## config.mk

```make
export PLATFORM = sky130hd
export DESIGN_NAME = mem_port_arbiter
export DESIGN_NICKNAME = d
export VERILOG_FILES = /design/src/rtl/mem_port_arbiter.sv
export SDC_FILE = /design/constraint.sdc
export NUM_CORES = 1
export LEC_CHECK = 0
export BUFFER_PORTS_ARGS = -buffer_cell sky130_fd_sc_hd__buf_2
export CAP_MARGIN = 25
export CORE_ASPECT_RATIO = 1.2
export CORE_UTILIZATION = 35
export CTS_CLUSTER_DIAMETER = 120
export DETAILED_ROUTE_END_ITERATION = 12
export GPL_TIMING_DRIVEN = 1
export PLACE_DENSITY = 0.71
export SLEW_MARGIN = 20
export SYNTH_ARGS = -nofsm -noshare
export SYNTH_HDL_FRONTEND = slang
export SYNTH_SLANG_ARGS = --single-unit
```

## constraint.sdc

```tcl
create_clock -name clk -period 1.8 [get_ports clk]
set_input_delay 0.18 -clock clk [delete_from_list [all_inputs] [get_ports clk]]
set_output_delay 0.18 -clock clk [all_outputs]
set_load 0.01 [all_outputs]
```

## src/rtl/mem_port_arbiter.sv

```systemverilog
// Two-port arbiter in front of a single-ported synchronous word memory.
// The data port normally wins; a fetch port that keeps losing is boosted to
// priority until it gets served. Read data returns one cycle after the grant
// to whichever port owned the read, and each port holds its last read word.
module mem_port_arbiter #(
  parameter int ADDR_W     = 12,
  parameter int STARVE_MAX = 4
) (
  input  logic              clk,
  input  logic              rst_n,
  // fetch port (read only)
  input  logic              i_if_req,
  input  logic [31:0]       i_if_addr,
  output logic              o_if_gnt,
  output logic              o_if_rvalid,
  output logic [31:0]       o_if_rdata,
  // data port
  input  logic              i_dm_req,
  input  logic              i_dm_we,
  input  logic [31:0]       i_dm_addr,
  input  logic [31:0]       i_dm_wdata,
  output logic              o_dm_gnt,
  output logic              o_dm_rvalid,
  output logic [31:0]       o_dm_rdata,
  output logic              o_dm_err,
  // memory side
  output logic              o_mem_en,
  output logic              o_mem_we,
  output logic [ADDR_W-1:0] o_mem_addr,
  output logic [31:0]       o_mem_wdata,
  input  logic [31:0]       i_mem_rdata
);

  typedef enum logic {
    ST_NORMAL   = 1'b0,  // data port has priority
    ST_IF_BOOST = 1'b1   // fetch port has priority
  } state_e;

  localparam logic [2:0] STARVE_LIM = 3'(STARVE_MAX);

  state_e      state_q, state_d;
  logic [2:0]  starve_q, starve_d;
  logic        rd_pend_q, rd_pend_d;   // a read was granted last cycle
  logic        rd_dm_q, rd_dm_d;       // owner of that read: 1 = data port
  logic        rd_zero_q, rd_zero_d;   // that read was invalid, return zero
  logic [31:0] if_rdata_q, dm_rdata_q; // last word delivered to each port

  logic        if_req, dm_req;
  logic        if_gnt, dm_gnt;
  logic        if_oor, dm_bad;
  logic [31:0] rd_data;
  logic        if_addr_unused;

  // Requests are masked while in reset so every combinational output is 0
  // the moment rst_n falls, not just after the next edge.
  assign if_req = i_if_req & rst_n;
  assign dm_req = i_dm_req & rst_n;

  // Address decode: fetches ignore the byte offset, data accesses trap on it.
  assign if_oor         = |i_if_addr[31:ADDR_W+2];
  assign dm_bad         = (|i_dm_addr[31:ADDR_W+2]) | (|i_dm_addr[1:0]);
  assign if_addr_unused = ^i_if_addr[1:0];

  // Arbitration: a lone requester always wins; on contention the state decides.
  always_comb begin
    // NOTE: every signal assigned in always_comb gets a default first, so no
    // path through the block leaves it unassigned and no latch is inferred.
    if_gnt = 1'b0;
    dm_gnt = 1'b0;
    if (if_req && dm_req) begin
      if (state_q == ST_IF_BOOST) if_gnt = 1'b1;
      else                        dm_gnt = 1'b1;
    end else begin
      if_gnt = if_req;
      dm_gnt = dm_req;
    end
  end

  assign o_if_gnt = if_gnt;
  assign o_dm_gnt = dm_gnt;

  // Starvation tracking and priority state: boost once the fetch port has lost
  // STARVE_MAX times in a row, drop back after the fetch is served.
  always_comb begin
    starve_d = 3'd0;
    state_d  = state_q;
    if (if_req && !if_gnt) begin
      starve_d = (starve_q == 3'd7) ? starve_q : starve_q + 3'd1;
    end
    case (state_q)
      ST_NORMAL:   if (starve_d >= STARVE_LIM) state_d = ST_IF_BOOST;
      ST_IF_BOOST: if (if_gnt)                 state_d = ST_NORMAL;
      default:                                 state_d = ST_NORMAL;
    endcase
  end

  // Memory command for the granted access and bookkeeping for its read return.
  always_comb begin
    o_mem_en    = 1'b0;
    o_mem_we    = 1'b0;
    o_mem_addr  = '0;
    o_mem_wdata = '0;
    o_dm_err    = 1'b0;
    rd_pend_d   = 1'b0;
    rd_dm_d     = 1'b0;
    rd_zero_d   = 1'b0;
    if (if_gnt) begin
      rd_pend_d = 1'b1;
      rd_zero_d = if_oor;
      if (!if_oor) begin
        o_mem_en   = 1'b1;
        o_mem_addr = i_if_addr[ADDR_W+1:2];
      end
    end else if (dm_gnt) begin
      rd_pend_d = ~i_dm_we;
      rd_dm_d   = 1'b1;
      if (dm_bad) begin
        o_dm_err  = 1'b1;
        rd_zero_d = 1'b1;
      end else begin
        o_mem_en   = 1'b1;
        o_mem_we   = i_dm_we;
        o_mem_addr = i_dm_addr[ADDR_W+1:2];
        if (i_dm_we) o_mem_wdata = i_dm_wdata;
      end
    end
  end

  // Read return: the owner of last cycle's read sees memory data (or zero for
  // an invalid access); the other port keeps showing its previous word.
  assign rd_data     = rd_zero_q ? 32'd0 : i_mem_rdata;
  assign o_if_rvalid = rd_pend_q & ~rd_dm_q;
  assign o_dm_rvalid = rd_pend_q &  rd_dm_q;
  assign o_if_rdata  = o_if_rvalid ? rd_data : if_rdata_q;
  assign o_dm_rdata  = o_dm_rvalid ? rd_data : dm_rdata_q;

  // Priority state and starve counter.
  always_ff @(posedge clk or negedge rst_n) begin
    // NOTE: the asynchronous reset clears state without waiting for a clock
    // edge; state updates use non-blocking assignments so all flops sample
    // the same pre-edge values regardless of block ordering.
    if (!rst_n) begin
      state_q  <= ST_NORMAL;
      starve_q <= 3'd0;
    end else begin
      state_q  <= state_d;
      starve_q <= starve_d;
    end
  end

  // Pending-read tracker; a read in flight at reset is simply dropped.
  always_ff @(posedge clk or negedge rst_n) begin
    if (!rst_n) begin
      rd_pend_q <= 1'b0;
      rd_dm_q   <= 1'b0;
      rd_zero_q <= 1'b0;
    end else begin
      rd_pend_q <= rd_pend_d;
      rd_dm_q   <= rd_dm_d;
      rd_zero_q <= rd_zero_d;
    end
  end

  // Per-port read data holding registers.
  always_ff @(posedge clk or negedge rst_n) begin
    if (!rst_n) begin
      if_rdata_q <= '0;
      dm_rdata_q <= '0;
    end else begin
      if (o_if_rvalid) if_rdata_q <= rd_data;
      if (o_dm_rvalid) dm_rdata_q <= rd_data;
    end
  end

endmodule

```

# Word level (Yosys, flattened, before mapping)
# Cells that the tools add are included.
[op_classes]
eq_ne = 1
mul = 0
n_div = 0
n_addsub = 1
reduce_logical = 6
n_shift = 0
n_mux = 35
n_lt_le_gt_ge = 1
n_bitwise = 8
[ops]
columns = ["operator", "count"]
rows = [
  ["$mux W32", 7],
  ["$mux W12", 4],
  ["$reduce_or A18 Y1", 2],
  ["$mux W1", 21],
  ["$mux W3", 2],
  ["$and A1 B1 Y1", 4],
  ["$add A3 B1 Y3 const B", 1],
  ["$eq A3 B3 Y1 const B", 1],
  ["$ge A3 B3 Y1 const B", 1],
  ["$not A1 Y1", 3],
  ["$logic_and A1 B1 Y1", 2],
  ["$pmux W1 S2", 1],
  ["$reduce_or A2 Y1", 1],
  ["$logic_not A1 Y1", 1],
  ["$or A1 B1 Y1", 1],
]
[word_totals]
in_bits = 133
reg_bits = 71
latch_bits = 0
output_inout_bits = 115
wordCells = 59
mem_bits_rw = 0
mem_count = 0
romBits = 0

# Logic depth before layout (Yosys ltp)
# Gate-level depths: netlist of run 1.
[depth]
depth_word = 9
mapped_depth = 6
mapped_depth_nobuf = 4

# Worst setup path before layout of run 1
# OpenSTA, ideal clock, no wires.
[synth_timing]
path_kind = "input to output"
startpoint = "input i_dm_addr[16]"
endpoint = "output o_mem_wdata[10]"
cell_stages = 4
t_arrival_ns = 1.523
required_time_ns = 1.620
n_path_buf = 1
setup_slack_ns = 0.097
path_cell_list = "or4_1 > nor4_4 > buf_6 > and3_1"
[synth_via]
elab_chain_cells = 5
[synth_rtl]
columns = ["item", "line_no", "rtl"]
rows = [
  ["start: declaration", "20", "input logic [31:0] i_dm_addr,"],
  ["$reduce_or A18 Y1", "61", "assign dm_bad = (|i_dm_addr[31:ADDR_W+2]) | (|i_dm_addr[1:0]);"],
  ["$or A1 B1 Y1", "61", ""],
  ["$mux W32", "117", "if (dm_bad) begin"],
  ["$mux W32", "114", "end else if (dm_gnt) begin"],
  ["$mux W32", "107", "if (if_gnt) begin"],
  ["end: declaration", "30", "output logic [31:0] o_mem_wdata,"],
]
# Every way passes these cells.

# Final worst setup path of run 1
[layout_timing]
startpoint = "register state_q"
endpoint = "output o_mem_wdata[20]"
[layout_via]
elab_chain_cells = 4
word_cells_on_any_way = 6
classes_between = "mux: 6"
[layout_rtl]
columns = ["item", "line_no", "rtl"]
rows = [
  ["start: declaration", "41", "state_e state_q, state_d;"],
  ["start signal: assignment", "146", "state_q <= state_d;"],
  ["$mux W1", "71", "if (state_q == ST_IF_BOOST) if_gnt = 1'b1;"],
  ["$mux W1", "70", "if (if_req && dm_req) begin"],
  ["$mux W32", "114", ""],
  ["$mux W32 (*)", "107", ""],
]
# Mark *: on every way between the ends. The rest lies on a longest branch, timed or not.

==> results of run 1 <==
[layer usage]
metal | vias to the layer above | part of all wire [%] | routed length (um) | track usage [%]
met5 | - | 0 | 0 | 0
met4 | 0 | 3.2 | 363 | 11.0
met3 | 25 | 6.9 | 773 | 5.79
met2 | 169 | 51 | 5750 | 40.0
met1 | 1672 | 38 | 4300 | 24.2
li1 | 1737 | - | - | -
[worst paths after layout]
path / start / end / slack (ps) / depth (start not counted)
max: state_q$_DFF_PN0_ / o_mem_wdata[20] / -190 / 7
min: i_mem_rdata[30] / if_rdata_q[30]$_DFF_PN0_ / 110 / 3
max reg2reg: state_q$_DFF_PN0_ / state_q$_DFF_PN0_ / 480 / 6
min reg2reg: if_rdata_q[31]$_DFF_PN0_ / if_rdata_q[31]$_DFF_PN0_ / 470 / 2
max in group asynchronous: rst_n / dm_rdata_q[10]$_DFF_PN0_ / 960 / 3
min in group asynchronous: rst_n / if_rdata_q[8]$_DFF_PN0_ / 500 / 3
[power by group through the flow]
stage	clock network, W	logic (W)	registers (W)
after floorplan	0	0.000599	0.00203
after detailed placement	0	0.00122	0.00206
final	0.00131	0.00129	0.00202
after global routing	0.00141	0.00144	0.00206
after CTS	0.00135	0.00126	0.00203
after global placement	0	0.00118	0.00204
[flip-flops by register name (all words and copies together) (netlist names)]
signal / count
state_q: 1
rd_pend_q: 1
rd_zero_q: 1
dm_rdata_q: 32
if_rdata_q: 32
rd_dm_q: 1
starve_q: 3
[worst register-to-register path, delay by kind of cell (launching register included)]
kind	cells	cell delay (ps)
and+or+nand+nor	3	500
DFF	1	380
buffers and inverters	2	290
AOI/OAI and AO/OA	1	100
[through the flow]
| stage | hold WS (ps) | TNS, ps | worst slack (ps) |
|---|---|---|---|
| floorplan | -116 | 0 | 97.0 |
| global placement | 300 | -1510 | -94.8 |
| detailed placement | 313 | -2580 | -124 |
| CTS | 101 | -7250 | -249 |
| global route | 120 | -9740 | -278 |
| finish | 107 | -5720 | -189 |
[synth_stat cells]
library cell	n
a32o_1	12
or4_4	1
dfrtp_1	71
and2_1	13
nand2b_1	33
ha_1	1
clkbuf_1	23
nor3_2	1
and3_1	32
o22ai_1	1
buf_6	3
o21ai_0	65
buf_4	1
nor2b_1	1
buf_2	1
nand3_1	4
inv_1	5
a21o_1	2
or4_1	2
nor3_1	1
and4_1	1
nor4_1	6
xnor2_1	1
nor4_4	1
nand2_1	69
a21oi_1	1
nor2_1	5
[final cells by class]
type                    instances  area share [%]
flip-flops and latches         71            33.1
repair buffers                272            31.2
multi-input cells             254            28.6
clock buffers                  13            3.15
well taps                     120            2.80
clock inverters                 3           0.747
inverters                       5           0.350
diodes                          1          0.0467
[what timing repair did]
item / in CTS / in global routing
cloned: 5 / 2
buffers inserted: 5 / 1
hold buffers: 1 / 0
pin swaps: 19 / 14
endpoints found under the setup margin: 69 / 92
resized for setup: 60 / 57
endpoints found under the hold margin: 71 / 0
[kinds of logic (layout without fill, tap and decap cells)]
| group | Yosys count | count (layout) |
|---|---|---|
| simple gates | 170 | 171 |
| compound gates | 81 | 81 |
| flops | 71 | 71 |
| buf+inv | 33 | 293 |
| fa+ha+maj | 1 | 1 |
| xor+xnor | 1 | 1 |
| other cells | 0 | 1 |
==> results.md, run 1 <==
* Total wire length at approximately 11 mm
* Pin count of the biggest net entering global routing at 51
* Via count at 3603
* Number of global-route vias before repair at 3530
* Endpoints failing setup at 45
* Startpoint Class: register
* Failing checks: setup timing
* Synth cell types at 27
* Overall global routing resource usage at 22.2%
* Register area share after synthesis at a little over half
* Worst-Skew Late Latency at ~350 ps
* Post-layout util at roughly 60%
* Die Y at 109 um
* Port Buffers at 245
* Tmin final at 1990 ps
* CP Class: register to primary output
* Area share of and/or/nand/nor cells after synthesis at 27.1%
* Xor and xnor fraction of the mapped netlist area at 0.264%
* # DRC at 0
* Htree depth at 3
* Worst-margin pin slew at 469 ps
* Final net count at between 700 and 800
* Antenna Nets Post-Route at 0
* Mux cell area share after synthesis at 0%
* First-pass GRT wire length at 16.7 mm
* Seq pwr share at 43.8%
* Io pins at 248
* Critical path required time at around 1600 ps
* Grt total ovfl at 0
* Gate Count Post-Synth at approximately 360
* Multi-input logic area at 0.00153 sq mm
* P_int at 0.00322 W
* Vias/cell at 4.88
* Hold Vio Cnt, Final at 0
* Max-slew headroom at 68.8%
* Comb pwr share at between 20% and 30%
* GPL Wtd Cong at 0.890
* Netlist Area Pre-Place at 0.00332 sq mm
* Total power at 0.00462 W
* Area share of the largest cell type after synthesis at 53.5%
* Critical path's slowest cell: dfrtp_1
* Synth Area in Compound Gates at 14.2%
* Delay of the slowest critical-path stage at 380 ps
* Net Sw Frac at 30.3%
* Commonest non-fill, non-tap cell in the layout: buf_2
* Routed len/inst at about 15 um
* Starting Density at 36.4%
* CTS Buffer Depth at 2
* Syn avg cell area at 9.31 sq um
* Worst-path maximum fanout at 8
* Worst path bufs/invs at 3
* Top cells by area, synth: dfrtp_1 (53%), o21ai_0 (9.8%), nand2_1 (7.8%), nand2b_1 (6.2%), and3_1 (6.0%)
* Worst setup EP type: primary output
* Final worst-path setup slack at -189 ps
* Maximum vdd drop at 331 uV
* Cell accounting for the most synthesized area: dfrtp_1
* Initial DRC count at approximately 120
* Clk pin slew, worst setup/hold paths at 70 ps
* Max-cap violations at 0
* Clock share of power at about 28%
* Core area at between 0.009 and 0.01 sq mm
* Pins Over Slew Limit at 0
* Die width at 90.9 um
* Main combinational cell family by area after synthesis: simple AND/OR/NAND/NOR gates
* Placed Area at 0.00474 sq mm
* Filler cell count at 800
* Post-DP HPWL at 8.37 mm
* Synth-to-layout area growth at 61.4%
* Clk sinks at 71
* Critical path's top delay family: simple AND/OR/NAND/NOR gates
* FF+latch area at 0.00178 sq mm
* Initial antenna violation count at 1
* Pleak at 3.02 nW
* Non-Filler Instances at 739
* Layout cells sized above 1 at 51.9%
* Placed cell count at a little over 700
* Die ar. at 0.00989 sq mm
* Yosys Warn Count at 0
* Outcome: finished, violations left
* Hold Crit Class: input pin to register
* Clk_skew at 10.9 ps
* Most used cell along the critical path: buf_6
* CP arrival at 1810 ps
* Final Cell Area at 0.00536 sq mm
* Unrepaired setup endpoints after global routing: true
* CTS tree: yes
* Period utilization at 111%
* Post-Syn Nets at around 500
* DR pass1 iterations at 4
* Root cell of the clock tree: clkbuf_8
* Flops & latches, synth at slightly above 70
* P per Cell Area at 861 mW/mm^2
* Adder-cell share of the synthesized area at less than 1%
* Fmax at 503 MHz
* FP Rows at 38
* Most frequent cells in the layout: buf_2 (227), dfrtp_1 (71), nand2_1 (68), o21ai_1 (45), nand2b_1 (32)
* Sequence of cells on the critical path: nand2_1 > nand3_2 > nor4_4 > buf_6 > clkbuf_16 > and3_4 > buf_6
* Sw power at roughly 0.0014 W
* Total clock buffers created by CTS at 9
No activity file was read; power rests on OpenSTA's default activity.
==> inputs of run 2 (changes only) <==
- BUFFER_PORTS_ARGS: -buffer_cell sky130_fd_sc_hd__buf_2 -> -buffer_cell sky130_fd_sc_hd__clkbuf_2
- CORE_AREA: default -> 2 2 97 99
- CORE_ASPECT_RATIO: 1.2 -> default
- CORE_UTILIZATION: 35 -> default
- DIE_AREA: default -> 0 0 99 101
- PLACE_DENSITY: 0.71 -> 0.75
==> run 2 against run 1 <==
Net effect:
- the run still ends with setup timing left
- first-iteration DRC count increased by 0.81%
- non-clock buffer count decreased by 2
- global-route usage increased by 1.5 points
- final area decreased by 1.8%
- combinational power about the same
- sequential share of layout area increased by 0.61 points
- register-to-register slack got worse by 90 ps
- sequential power about the same
- die area increased by 1.1%
- fmax decreased by 3.6%
- utilization decreased by 0.082 points
- count of clock-buffer cells in the layout decreased by 3
- critical endpoint is now o_mem_wdata[26]
- highest routed layer unchanged
==> results.md, run 2 (synthesis results as in run 1) <==
* Port Buffers at 245 (unchanged)
* Endpoints failing setup at 46 (was 45)
* Io pins at 248 (unchanged)
* Unrepaired setup endpoints after global routing: true (unchanged)
* Post-layout util at 58.7% (about the same)
* Final Cell Area at 0.00527 sq mm (was 0.00536 sq mm)
* CP arrival at 1880 ps (was 1810 ps)
* Antenna Nets Post-Route at 0 (unchanged)
* Max-slew headroom at 64.6% (was 68.8%)
* Fin Setup TNS at -9780 ps (was -5720 ps)
* Failing checks: setup timing (unchanged)
* FP Rows at 35 (was 38)
* Via count at 3693 (was 3603)
* Top Registers: dm_rdata_q (32), if_rdata_q (32), starve_q (3) (unchanged)
* Grt total ovfl at 0 (unchanged)
* Critical path's top delay family: simple AND/OR/NAND/NOR gates (unchanged)
* Initial DRC count at 125 (was 124)
* Critical path's slowest cell: dfrtp_1 (unchanged)
* Worst path depth at 7 (unchanged)
* Fmax at 485 MHz (was 503 MHz)
* CTS tree: yes (unchanged)
* Final worst-path setup slack at -263 ps (was -189 ps)
* Core area at 0.00898 sq mm (was 0.00913 sq mm)
* Total clock buffers created by CTS at 9 (unchanged)
* Die ar. at 0.0100 sq mm (was 0.00989 sq mm)
* Most frequent cells in the layout: clkbuf_2 (199), dfrtp_1 (71), nand2_1 (67), o21ai_1 (46) (was buf_2 (227), dfrtp_1 (71), nand2_1 (68), o21ai_1 (45), nand2b_1 (32))
* Maximum vdd drop at 325 uV (was 331 uV)
* P per Cell Area at 878 mW/mm^2 (was 861 mW/mm^2)
* Total wire length at 12.9 mm (was 11.2 mm)
* Vias/cell at 5.06 (was 4.88)
* Layout cells sized above 1 at 52.0% (was 51.9%)
* Post-DP HPWL at 9.52 mm (was 8.37 mm)
* Clk sinks at 71 (unchanged)
* Outcome: finished, violations left (unchanged)
* Critical path required time at 1620 ps (about the same)
* Die width at 99 um (was 90.9 um)
* Pin count of the biggest net entering global routing at 66 (was 51)
* CTS Buffer Depth at 2 (unchanged)
* Worst-path maximum fanout at 8 (unchanged)
* CP Class: register to primary output (unchanged)
* Placed cell count at 700 (was 710)
* Reg2reg path depth at 6 (unchanged)
* Sequence of cells on the critical path: nand2_2 > nand3_4 > nor4_4 > buf_6 > clkbuf_16 > and3_1 > buf_2 (was nand2_1 > nand3_2 > nor4_4 > buf_6 > clkbuf_16 > and3_4 > buf_6)
* Number of global-route vias before repair at 3619 (was 3530)
* Final net count at 746 (was 747)
* Non-Filler Instances at 730 (was 739)
* Hold Vio Cnt, Final at 0 (unchanged)
* Tmin final at 2060 ps (was 1990 ps)
* GPL Wtd Cong at 0.936 (was 0.890)
* Htree depth at 3 (unchanged)
* Starting Density at 37.0% (was 36.4%)
* Initial antenna violation count at 2 (was 1)
* Worst-margin pin slew at 532 ps (was 469 ps)
* Root cell of the clock tree: clkbuf_8 (unchanged)
* Worst path bufs/invs at 3 (unchanged)
* Pleak at 2.98 nW (was 3.02 nW)
* Routed len/inst at 17.7 um (was 15.1 um)
* Startpoint Class: register (unchanged)
* Hold Crit Class: input pin to register (unchanged)
* DR pass1 iterations at 4 (unchanged)
* Delay of the slowest critical-path stage at 410 ps (was 380 ps)
* Clk pin slew, worst setup/hold paths at 80 ps (was 70 ps)
* Synth-to-layout area growth at 58.5% (was 61.4%)
* Die Y at 101 um (was 109 um)
* Worst-Skew Late Latency at 340 ps (was 350 ps)
* # DRC at 0 (unchanged)
* Pins Over Slew Limit at 0 (unchanged)
* Placed Area at 0.00468 sq mm (was 0.00474 sq mm)
* Max-cap violations at 0 (unchanged)
* Worst setup EP type: primary output (unchanged)
* Hold path depth at 3 (unchanged)
* Overall global routing resource usage at 23.7% (was 22.2%)
* First-pass GRT wire length at 18.3 mm (was 16.7 mm)
* Period utilization at 115% (was 111%)
* Commonest non-fill, non-tap cell in the layout: clkbuf_2 (was buf_2)
* Clk_skew at 14.4 ps (was 10.9 ps)
## run 2: cell type report
cell class	count	area, sq um
diodes	2	5.00
clock buffers	10	138
clock inverters	6	67.6
fillers	819	3710
inverters	5	22.5
multi-input cells	254	1520
flip-flops and latches	71	1780
well taps	111	139
repair buffers	270	1590
repair inverters	1	7.51
## run 2: where the power goes
group | internal (W) | switching (W) | total [W]
combinational | 0.000526 | 0.000778 | 0.00130
sequential | 0.00193 | 0.0000927 | 0.00202
clock | 0.000682 | 0.000613 | 0.00129
total | 0.00314 | 0.00148 | 0.00462
## run 2: worst paths after layout
kind,slack [ps],end,from
min reg2reg,500,dm_rdata_q[20]$_DFF_PN0_,dm_rdata_q[20]$_DFF_PN0_
max reg2reg,390,state_q$_DFF_PN0_,state_q$_DFF_PN0_
min in group asynchronous,530,state_q$_DFF_PN0_,rst_n
max,-260,o_mem_wdata[26],state_q$_DFF_PN0_
max in group asynchronous,950,rd_zero_q$_DFF_PN0_,rst_n
min,100,if_rdata_q[24]$_DFF_PN0_,i_mem_rdata[24]
## run 2: stage by stage
stage               power (W)  hold slack, ps  worst slack [ps]
global route          0.00491            94.7              -342
detailed placement    0.00331             257             -65.8
CTS                   0.00463            98.0              -219
global placement      0.00325             242             -44.3
floorplan             0.00263            -116              97.0
finish                0.00462             103              -263
## run 2: worst min-delay path, delay by kind of cell
family | cells | cell delay, ps
AOI/OAI and AO/OA | 1 | 70
buffers and inverters | 1 | 80
and+or+nand+nor | 1 | 70
## run 2: layer usage
layer  part of all wire (%)  routed length [um]  GRT usage [%]
met5                      0                   0              0
met2                     52                6750           41.4
met1                     38                4870           26.5
met3                    6.6                 853           6.66
met4                    3.6                 468           11.7
## run 2: timing repair
| item | 4_1_cts | 5_1_grt |
|---|---|---|
| endpoints found under the hold margin | 66 | 0 |
| gates resized for setup | 29 | 123 |
| cloned | 2 | 3 |
| hold buffers | 1 | 0 |
| pin swaps | 9 | 23 |
| endpoints found under the setup margin | 55 | 92 |
| buffers inserted | 3 | 4 |
